<file path="src/rtl/extend_pkg.sv">
// Shared types and constants for the handshaked immediate extend unit.
package extend_pkg;

    typedef enum logic [2:0] {
        SRC_DP  = 3'd0,
        SRC_MEM = 3'd1,
        SRC_BR  = 3'd2,
        SRC_SH  = 3'd3,
        SRC_HW  = 3'd4,
        SRC_RSV = 3'd7
    } imm_src_e;

    typedef enum logic [1:0] {
        IDLE = 2'd0,
        ROT  = 2'd1,
        HOLD = 2'd2
    } state_e;

    localparam int ROT_FIELD_LSB = 8;
    // Enough for the largest rotate (30) and its cycle count at STEP=1.
    localparam int CNT_W = 5;

    // Codes 5..7 all collapse onto the reserved mode.
    function automatic imm_src_e decode_src(input logic [2:0] raw);
        case (raw)
            3'd0:    return SRC_DP;
            3'd1:    return SRC_MEM;
            3'd2:    return SRC_BR;
            3'd3:    return SRC_SH;
            3'd4:    return SRC_HW;
            default: return SRC_RSV;
        endcase
    endfunction

endpackage

</file>
<file path="src/rtl/extend_seq_ror_step.sv">
// Combinational rotate-right of a WIDTH-bit word by 0..STEP positions.
module ror_step
    import extend_pkg::*;
#(
    parameter int WIDTH = 32,
    parameter int STEP  = 4,
    parameter int AW    = $clog2(STEP + 1)
) (
    input  logic [WIDTH-1:0] data,
    input  logic [AW-1:0]    amt,
    output logic [WIDTH-1:0] result
);

    logic [2*WIDTH-1:0] dbl;
    logic [WIDTH-1:0]   cand [STEP+1];

    assign dbl = {data, data};

    generate
        for (genvar gi = 0; gi <= STEP; gi++) begin : g_cand
            assign cand[gi] = dbl[gi +: WIDTH];
        end
    endgenerate

    always_comb begin
        result = data;
        for (int i = 0; i <= STEP; i++) begin
            if (int'(amt) == i) begin
                result = cand[i];
            end
        end
    end

endmodule

</file>
<file path="src/rtl/extend_seq.sv">
// Handshaked immediate extend unit with an iterative DP rotator.
// Define EXTEND_FAST_ROT_EN to replace the iterative rotate with a one-cycle barrel rotate.
module extend_seq
    import extend_pkg::*;
#(
    parameter int WIDTH = 32,
    parameter int IMM_W = 24,
    parameter int STEP  = 4
) (
    input  logic             clk,
    input  logic             rst_n,
    input  logic             in_valid,
    output logic             in_ready,
    input  logic [IMM_W-1:0] imm,
    input  logic [2:0]       imm_src,
    input  logic             c_in,
    output logic             out_valid,
    input  logic             out_ready,
    output logic [WIDTH-1:0] imm_ext,
    output logic             c_out,
    output logic             src_err
);

    localparam int AW = $clog2(STEP + 1);

    state_e           state_reg, state_next;
    logic [WIDTH-1:0] ext_reg, ext_next;
    logic             c_out_reg, c_out_next;
    logic             err_reg, err_next;

    imm_src_e         src;
    logic [CNT_W-1:0] rot_amt;
    logic [WIDTH-1:0] byte_ext;
    logic [WIDTH-1:0] direct_ext;
    logic             direct_c;
    logic             direct_err;

    assign src      = decode_src(imm_src);
    assign rot_amt  = {imm[ROT_FIELD_LSB+3:ROT_FIELD_LSB], 1'b0};
    assign byte_ext = {{(WIDTH-8){1'b0}}, imm[7:0]};

`ifdef EXTEND_FAST_ROT_EN
    logic [2*WIDTH-1:0] dbl_byte;
    logic [WIDTH-1:0]   fast_rot;

    assign dbl_byte = {byte_ext, byte_ext};
    assign fast_rot = dbl_byte[rot_amt +: WIDTH];
    assign direct_c = (src == SRC_DP && rot_amt != '0) ? fast_rot[WIDTH-1] : c_in;
`else
    logic [CNT_W-1:0] cnt_reg, cnt_next;
    logic [CNT_W-1:0] rem_reg, rem_next;
    logic [WIDTH-1:0] rot_reg, rot_next;
    logic [AW-1:0]    step_amt;
    logic [WIDTH-1:0] rot_step;

    // The last step only covers whatever rotation is left over.
    assign step_amt = (int'(rem_reg) >= STEP) ? AW'(STEP) : AW'(rem_reg);

    ror_step #(
        .WIDTH (WIDTH),
        .STEP  (STEP),
        .AW    (AW)
    ) u_ror_step (
        .data   (rot_reg),
        .amt    (step_amt),
        .result (rot_step)
    );

    assign direct_c = c_in;
`endif

    always_comb begin
        direct_ext = '0;
        case (src)
`ifdef EXTEND_FAST_ROT_EN
            SRC_DP:  direct_ext = fast_rot;
`else
            SRC_DP:  direct_ext = byte_ext;
`endif
            SRC_MEM: direct_ext = {{(WIDTH-12){1'b0}}, imm[11:0]};
            SRC_BR:  direct_ext = {{(WIDTH-IMM_W-2){imm[IMM_W-1]}}, imm, 2'b00};
            SRC_SH:  direct_ext = {{(WIDTH-5){1'b0}}, imm[11:7]};
            SRC_HW:  direct_ext = {{(WIDTH-8){1'b0}}, imm[11:8], imm[3:0]};
            default: direct_ext = '0;
        endcase
    end

    assign direct_err = (src == SRC_RSV);

    always_comb begin
        state_next = state_reg;
        ext_next   = ext_reg;
        c_out_next = c_out_reg;
        err_next   = err_reg;
`ifndef EXTEND_FAST_ROT_EN
        cnt_next   = cnt_reg;
        rem_next   = rem_reg;
        rot_next   = rot_reg;
`endif
        case (state_reg)
            IDLE: begin
                if (in_valid) begin
`ifndef EXTEND_FAST_ROT_EN
                    if (src == SRC_DP && rot_amt != '0) begin
                        rot_next   = byte_ext;
                        rem_next   = rot_amt;
                        cnt_next   = CNT_W'((int'(rot_amt) + STEP - 1) / STEP);
                        state_next = ROT;
                    end else
`endif
                    begin
                        ext_next   = direct_ext;
                        c_out_next = direct_c;
                        err_next   = direct_err;
                        state_next = HOLD;
                    end
                end
            end
`ifndef EXTEND_FAST_ROT_EN
            ROT: begin
                rot_next = rot_step;
                rem_next = rem_reg - CNT_W'(step_amt);
                cnt_next = cnt_reg - 1'b1;
                if (cnt_reg == CNT_W'(1)) begin
                    ext_next   = rot_step;
                    c_out_next = rot_step[WIDTH-1];
                    err_next   = 1'b0;
                    state_next = HOLD;
                end
            end
`endif
            HOLD: begin
                if (out_ready) begin
                    state_next = IDLE;
                end
            end
            default: state_next = IDLE;
        endcase
    end

    always_ff @(posedge clk or negedge rst_n) begin
        if (!rst_n) begin
            state_reg <= IDLE;
            ext_reg   <= '0;
            c_out_reg <= 1'b0;
            err_reg   <= 1'b0;
`ifndef EXTEND_FAST_ROT_EN
            cnt_reg   <= '0;
            rem_reg   <= '0;
            rot_reg   <= '0;
`endif
        end else begin
            state_reg <= state_next;
            ext_reg   <= ext_next;
            c_out_reg <= c_out_next;
            err_reg   <= err_next;
`ifndef EXTEND_FAST_ROT_EN
            cnt_reg   <= cnt_next;
            rem_reg   <= rem_next;
            rot_reg   <= rot_next;
`endif
        end
    end

    assign in_ready  = (state_reg == IDLE);
    assign out_valid = (state_reg == HOLD);
    assign imm_ext   = ext_reg;
    assign c_out     = c_out_reg;
    assign src_err   = err_reg;

endmodule

</file>
<file path="config.mk">
export PLATFORM = sky130hd
export DESIGN_NAME = extend_seq
export DESIGN_NICKNAME = d
export VERILOG_FILES = /design/src/rtl/extend_pkg.sv /design/src/rtl/extend_seq_ror_step.sv /design/src/rtl/extend_seq.sv
export SDC_FILE = /design/constraint.sdc
export NUM_CORES = 1
export LEC_CHECK = 0
export BUFFER_PORTS_ARGS = -buffer_cell sky130_fd_sc_hd__buf_2
export CAP_MARGIN = 20
export CORE_ASPECT_RATIO = 0.9
export CORE_MARGIN = 5
export CORE_UTILIZATION = 30
export DETAILED_ROUTE_END_ITERATION = 6
export PLACE_DENSITY_LB_ADDON = 0.2
export REMOVE_ABC_BUFFERS = 1
export SETUP_SLACK_MARGIN = 0.5
export SYNTH_ARGS = -nofsm -noshare
export SYNTH_HDL_FRONTEND = slang
export SYNTH_HIERARCHICAL = 1
export SYNTH_SLANG_ARGS = --single-unit
</file>
<file path="constraint.sdc">
create_clock -name clk -period 6.8 [get_ports clk]
set_input_delay 0.68 -clock clk [delete_from_list [all_inputs] [get_ports clk]]
set_output_delay 0.68 -clock clk [all_outputs]
set_load 0.02 [all_outputs]
</file>
# After elaboration in Yosys (flattened, before gate mapping)
# Cells that the tools add are included.
word_totals:
  mem_bits_rw: 0
  in_bits: 32
  out_inout_bits: 36
  latchBits: 0
  mem_bits_ro: 0
  ff_bits: 78
  memories: 0
classes:
  n_mux: 33
  add_sub_neg: 5
  n_mul: 0
  shift: 0
  reduce_logical: 10
  bitwise_logic: 1
  n_div: 0
  n_eq_ne: 21
  magnitude_cmp: 1
ops:
  columns: ["operator", "count"]
  rows:
  - ["32-bit two-way mux", 9]
  - ["32-bit case mux with 5 select lines", 1]
  - ["32-bit case mux with 2 select lines", 2]
  - ["5-bit two-way mux", 4]
  - ["5-bit case mux with 2 select lines", 2]
  - ["3-bit == test (second input constant)", 6]
  - ["3-bit by 2-bit == test with 1-bit output (second input constant)", 5]
  - ["3-bit case mux with 5 select lines", 1]
  - ["2-bit two-way mux", 4]
  - ["6-bit by 1-bit subtractor with 7-bit output (second input constant)", 1]
  - ["5-bit by 3-bit adder with 6-bit output (second input constant)", 1]
  - ["3-bit by 1-bit == test with 1-bit output (second input constant)", 2]
  - ["3-bit logical NOT", 2]
  - ["1-bit two-way mux", 6]
  - ["2-bit inequality test (second input constant)", 3]
  - ["2-bit case mux with 3 select lines", 1]
  - ["3-bit AND reduction", 2]
  - ["5-bit by 1-bit adder with 5-bit output", 1]
  - ["5-bit by 1-bit == test with 1-bit output (second input constant)", 1]
  - ["5-bit by 3-bit >= comparator with 1-bit output (second input constant)", 1]
  - ["5-bit nonzero test", 1]
  - ["5-bit by 1-bit subtractor with 5-bit output (second input constant)", 1]
  - ["5-bit by 3-bit subtractor with 5-bit output", 1]
  - ["2-bit by 1-bit inequality test with 1-bit output (second input constant)", 2]
  - ["10 further kinds", 11]

# Depth between registers and ports, before layout
depth:
  depth_word: 9
  mapped_depth: 11

# Modules after synthesis
# The synthesis kept the hierarchy.
by_module_without_submodules:
  columns: ["module", "area_per_inst_um2", "seq_area_each_um2", "cells_per_inst", "n_inst"]
  rows:
  - ["extend_seq", 4078.9, 1951.9, 365, 1]
  - ["ror_step", 1655.3, 0.0, 225, 1]

# Worst setup path before layout
# No wires, ideal clock.
synth_timing:
  path_kind: "reg2reg"
  start: "register rem_reg[3]"
  end: "register ext_reg[7] (netlist: imm_ext[7])"
  setup_time_ps: 125
  arrival_ps: 2130
  path_stages_with_launch: 11
  slack_ps: 4546
  period_less_slack_ps: 2254
  cell_sequence: "dfrtp_1 -> nor3_1 -> inv_1 -> or2_2 -> buf_4 -> o22ai_1 -> a2111oi_2 -> a21o_1 -> a22oi_1 -> a22oi_1 -> mux2_2"
synth_between:
  elab_chain_len: 9
  elab_cells_between_ends: 12
synth_rtl:
  columns: ["item", "line", "source"]
  rows:
  - ["start, declared", "extend_seq.sv:51", "logic [CNT_W-1:0] rem_reg, rem_next;"]
  - ["start signal, assigned", "extend_seq.sv:159", "rem_reg <= rem_next;"]
  - ["5-bit by 3-bit >= comparator with 1-bit output *", "extend_seq.sv:57", "assign step_amt = (int'(rem_reg) >= STEP) ? AW'(STEP) : AW'(rem_reg);"]
  - ["3-bit two-way mux *", "extend_seq.sv:57", null]
  - ["net step_amt[2]", "extend_seq.sv:53", "logic [AW-1:0] step_amt;"]
  - ["3-bit by 2-bit == test with 1-bit output", "extend_seq_ror_step.sv:28", "if (int'(amt) == i) begin"]
  - ["32-bit two-way mux (3 in series)", "extend_seq_ror_step.sv:28", null]
  - ["32-bit two-way mux *", "extend_seq_ror_step.sv:28", null]
  - ["net rot_step[7]", "extend_seq.sv:54", "logic [WIDTH-1:0] rot_step;"]
  - ["32-bit two-way mux *", "extend_seq.sv:124", "if (cnt_reg == CNT_W'(1)) begin"]
  - ["32-bit case mux with 2 select lines *", "extend_seq.sv:100", "case (state_reg)"]
  - ["end signal, assigned", "extend_seq.sv:154", "ext_reg <= ext_next;"]
  - ["end, declared", "extend_seq.sv:27", "logic [WIDTH-1:0] ext_reg, ext_next;"]
# The timed path passes the listed nets; every way through them passes the cells marked *. The select of a mux whose other input is x is not followed.
# A chain may end at the register's enable or synchronous reset.

# Worst setup path after layout
layout_timing:
  start: "register rem_reg[2]"
  end: "register ext_reg[1] (netlist: imm_ext[1])"
# The elaborated chain is that of the path after synthesis.

==> run metrics <==
status finished clean; number of global-route vias before repair 4663; first-pass GRT wire length 25300 µm; antenna cells 0; post-layout minimum cycle time 3.58 ns; # hold bufs at CTS 0; Worst setup EP type flip-flop; initial antenna violation count 0; RR Startpoint rem_reg[2]; Register-to-Register Setup Slack 3.22 ns; Slew Limit Fails 0; min setup slack post-route 3.22 ns; Yosys top cell area share 34.0%; Mapped Area 5730 µm²; Top Family by Delay on Critical Path simple AND/OR/NAND/NOR gates; most instantiated cells after synthesis 78 x dfrtp_1, 61 x nand2_1, 47 x o21ai_0; Sw Ratio 43.1%; Arr. time, crit path 3.81 ns; P per Cell Area 357 nW/µm²; row count 48; detail-routed via count per cell 5.40; root buffer cell clkbuf_16; largest net degree at the start of global routing 79; Synthesis Warnings 6; Crit Path Category flip-flop to flip-flop; placed cells 860; register area 1950 µm²; nets 660; Starting Density 30.2%; critical path peak fanout 65; Post-Syn Area per Cell 9.72 µm²; crit path cell chain nor3_1 -> and2_1 -> buf_4 -> or2_1 -> buf_4 -> nor2_8 -> a2111oi_0 -> a21o_1 -> nand2_1 -> o211ai_1 -> mux2_1; maximum VDD drop 0.171 mV; Hold Crit Class input pin to asynchronous set/reset pin; crit-path most repeated cell buf_4; sequential power share 33.7%; Slew @ Worst Pin 1.04 ns; period utilization 52.6%; Final Non-Filler Cells 878; synth top area cells dfrtp_1 34%, a2111oi_2 7.6%, a22o_1 5.8%; Net Switching 0.000985 W; routed len/inst 17.7 µm; relative slew slack 30.5%; Die H 141 µm; Yosys cell types 64; Comb power frac 45.6%; htree depth 3; final hold slack 0.311 ns; Die Footprint 22000 µm²; area of the multi-input gates 3370 µm²; share of cells above drive strength 1 26.8%; asr flop ratio synth 100%; Int Power 0.00130 W; total power 0.00229 W; port bufs 67; top_reg_cell synth dfrtp_1; final setup TNS 0 ns; chip width 156 µm; num ports 68; Leakage Power 2.94 nW; Finish-stage setup viols 0; #FFs+latches synth 78; post-route ant nets 0; most frequent cell after synthesis dfrtp_1; Remaining DRCs 0; number of post-CTS setup repair buffers 0; clk buf depth 2; Worst Path Required 7.03 ns; Starting DRT DRC Count 288; register area share after synthesis 34.0%; clock network power share 20.6%; Post-synth EDFFs 0; Mapped Cells 590; Std-Cell Core Area 19000 µm²; slowest CP cell nor2_8; Max-Cap Viols 0; TritonCTS clock tree yes; Sink Count 78; vias 4741; final-report hold violation count 0; crit start category flip-flop; Placer Congestion 0.818; Fmax 280 MHz; PostCTS Resize Cnt 0; largest stage delay on the critical path 0.77 ns; Post-Route WL 15500 µm; gr usage total 14.2%; Clock transition at path regs 0.06 ns; worst path bufs/invs 2; worst-skew pair later-pin latency 0.34 ns; Syn-to-layout area delta 11.7%; Max Clock Skew 0.00436 ns; dpl ws 3.24 ns; r2r endpoint imm_ext[1]; cell accounting for the most synthesized area dfrtp_1; RSZ-0062 raised after global routing false; HPWL after DPL 10400 µm; grt ovf 0; Stages on worst setup path 11; CTS Buf Count 9; # fillers 1985; first drt pass iteration count 5; R2R depth 11
[through the flow]
step / utilization [%] / instance area, µm²
floorplan: - / 5350
global placement: 31.8 / 6040
detailed placement: 32.0 / 6070
CTS: 33.5 / 6360
global route: 33.7 / 6400
finish: 33.7 / 6400
[cell type report]
| type | count | share of cell area [%] |
|---|---|---|
| clock buffers | 13 | 4.22 |
| clock inverters | 3 | 0.274 |
| inverters | 10 | 0.586 |
| multi-input cells | 450 | 52.6 |
| flip-flops and latches | 78 | 30.5 |
| well taps | 250 | 4.88 |
| repair buffers | 74 | 6.92 |
[layout by cell type (no fill, tap or decap), types with 3 or more instances in the layout]
cell,Yosys,final
a21oi_1,3,3
a21o_1,31,31
a22oi_1,6,6
a22o_1,38,38
o211ai_1,3,3
a31oi_1,7,7
nand3_1,5,5
nor4bb_1,3,3
a2bb2oi_1,4,4
nor2b_4,1,3
nand2b_1,37,37
buf_4,8,5
inv_1,9,9
dfrtp_1,78,78
nand2_1,61,61
mux2_1,15,15
buf_2,19,66
mux2_4,10,10
o22ai_1,32,32
o21ai_0,47,47
nor3_1,3,3
nor2_1,40,40
ha_1,5,5
clkbuf_8,0,3
clkbuf_16,0,9
nor2b_1,9,8
a2111oi_2,29,29
mux2_2,21,21
[worst max-delay path by stage]
stage / from / to / slack, ns
after floorplan: rem_reg[3] / imm_ext[1] / 2.75
after global routing: rem_reg[3] / imm_ext[7] / 2.95
after detailed placement: rem_reg[2] / imm_ext[1] / 3.24
final: rem_reg[2] / imm_ext[1] / 3.22
after global placement: rem_reg[2] / imm_ext[1] / 3.37
after CTS: rem_reg[2] / imm_ext[1] / 3.23
[power by group through the flow]
stage                     Combinational, W  Clock, W  Sequential [W]
after floorplan                   0.000729         0        0.000783
after global placement             0.00102         0        0.000774
after detailed placement           0.00104         0        0.000776
after CTS                          0.00105  0.000489        0.000771
after global routing               0.00114  0.000506        0.000795
final                              0.00104  0.000472        0.000772
[layer usage]
layer | up-vias | global-route usage [%] | wire, µm
li1 | 2278 | - | -
met1 | 2355 | 20.4 | 7760
met2 | 96 | 21.6 | 7010
met3 | 12 | 3.31 | 620
met4 | 0 | 3.36 | 155
met5 | - | 0 | 0
[worst register-to-register path, delay by kind of cell, from the launching register on]
kind / cells / cell delay, ns
simple gates: 5 / 1.63
buf+inv: 2 / 0.60
compound gates: 3 / 0.48
flops: 1 / 0.46
mux: 1 / 0.30
[kinds of logic (layout without fill, tap and decap cells)]
family,Yosys count,in the layout,share of synthesized area (%)
AO/OA/AOI/OAI,216,216,30.7
AND/OR/NAND/NOR,178,178,16.3
flip-flops,78,78,34.0
buffers and inverters,62,100,7.40
multiplexers,46,46,9.69
adder cells (fa/ha/maj),7,7,1.48
XOR/XNOR,2,2,0.306
other,1,1,0.0654
Power figures use the tool's default switching activity.
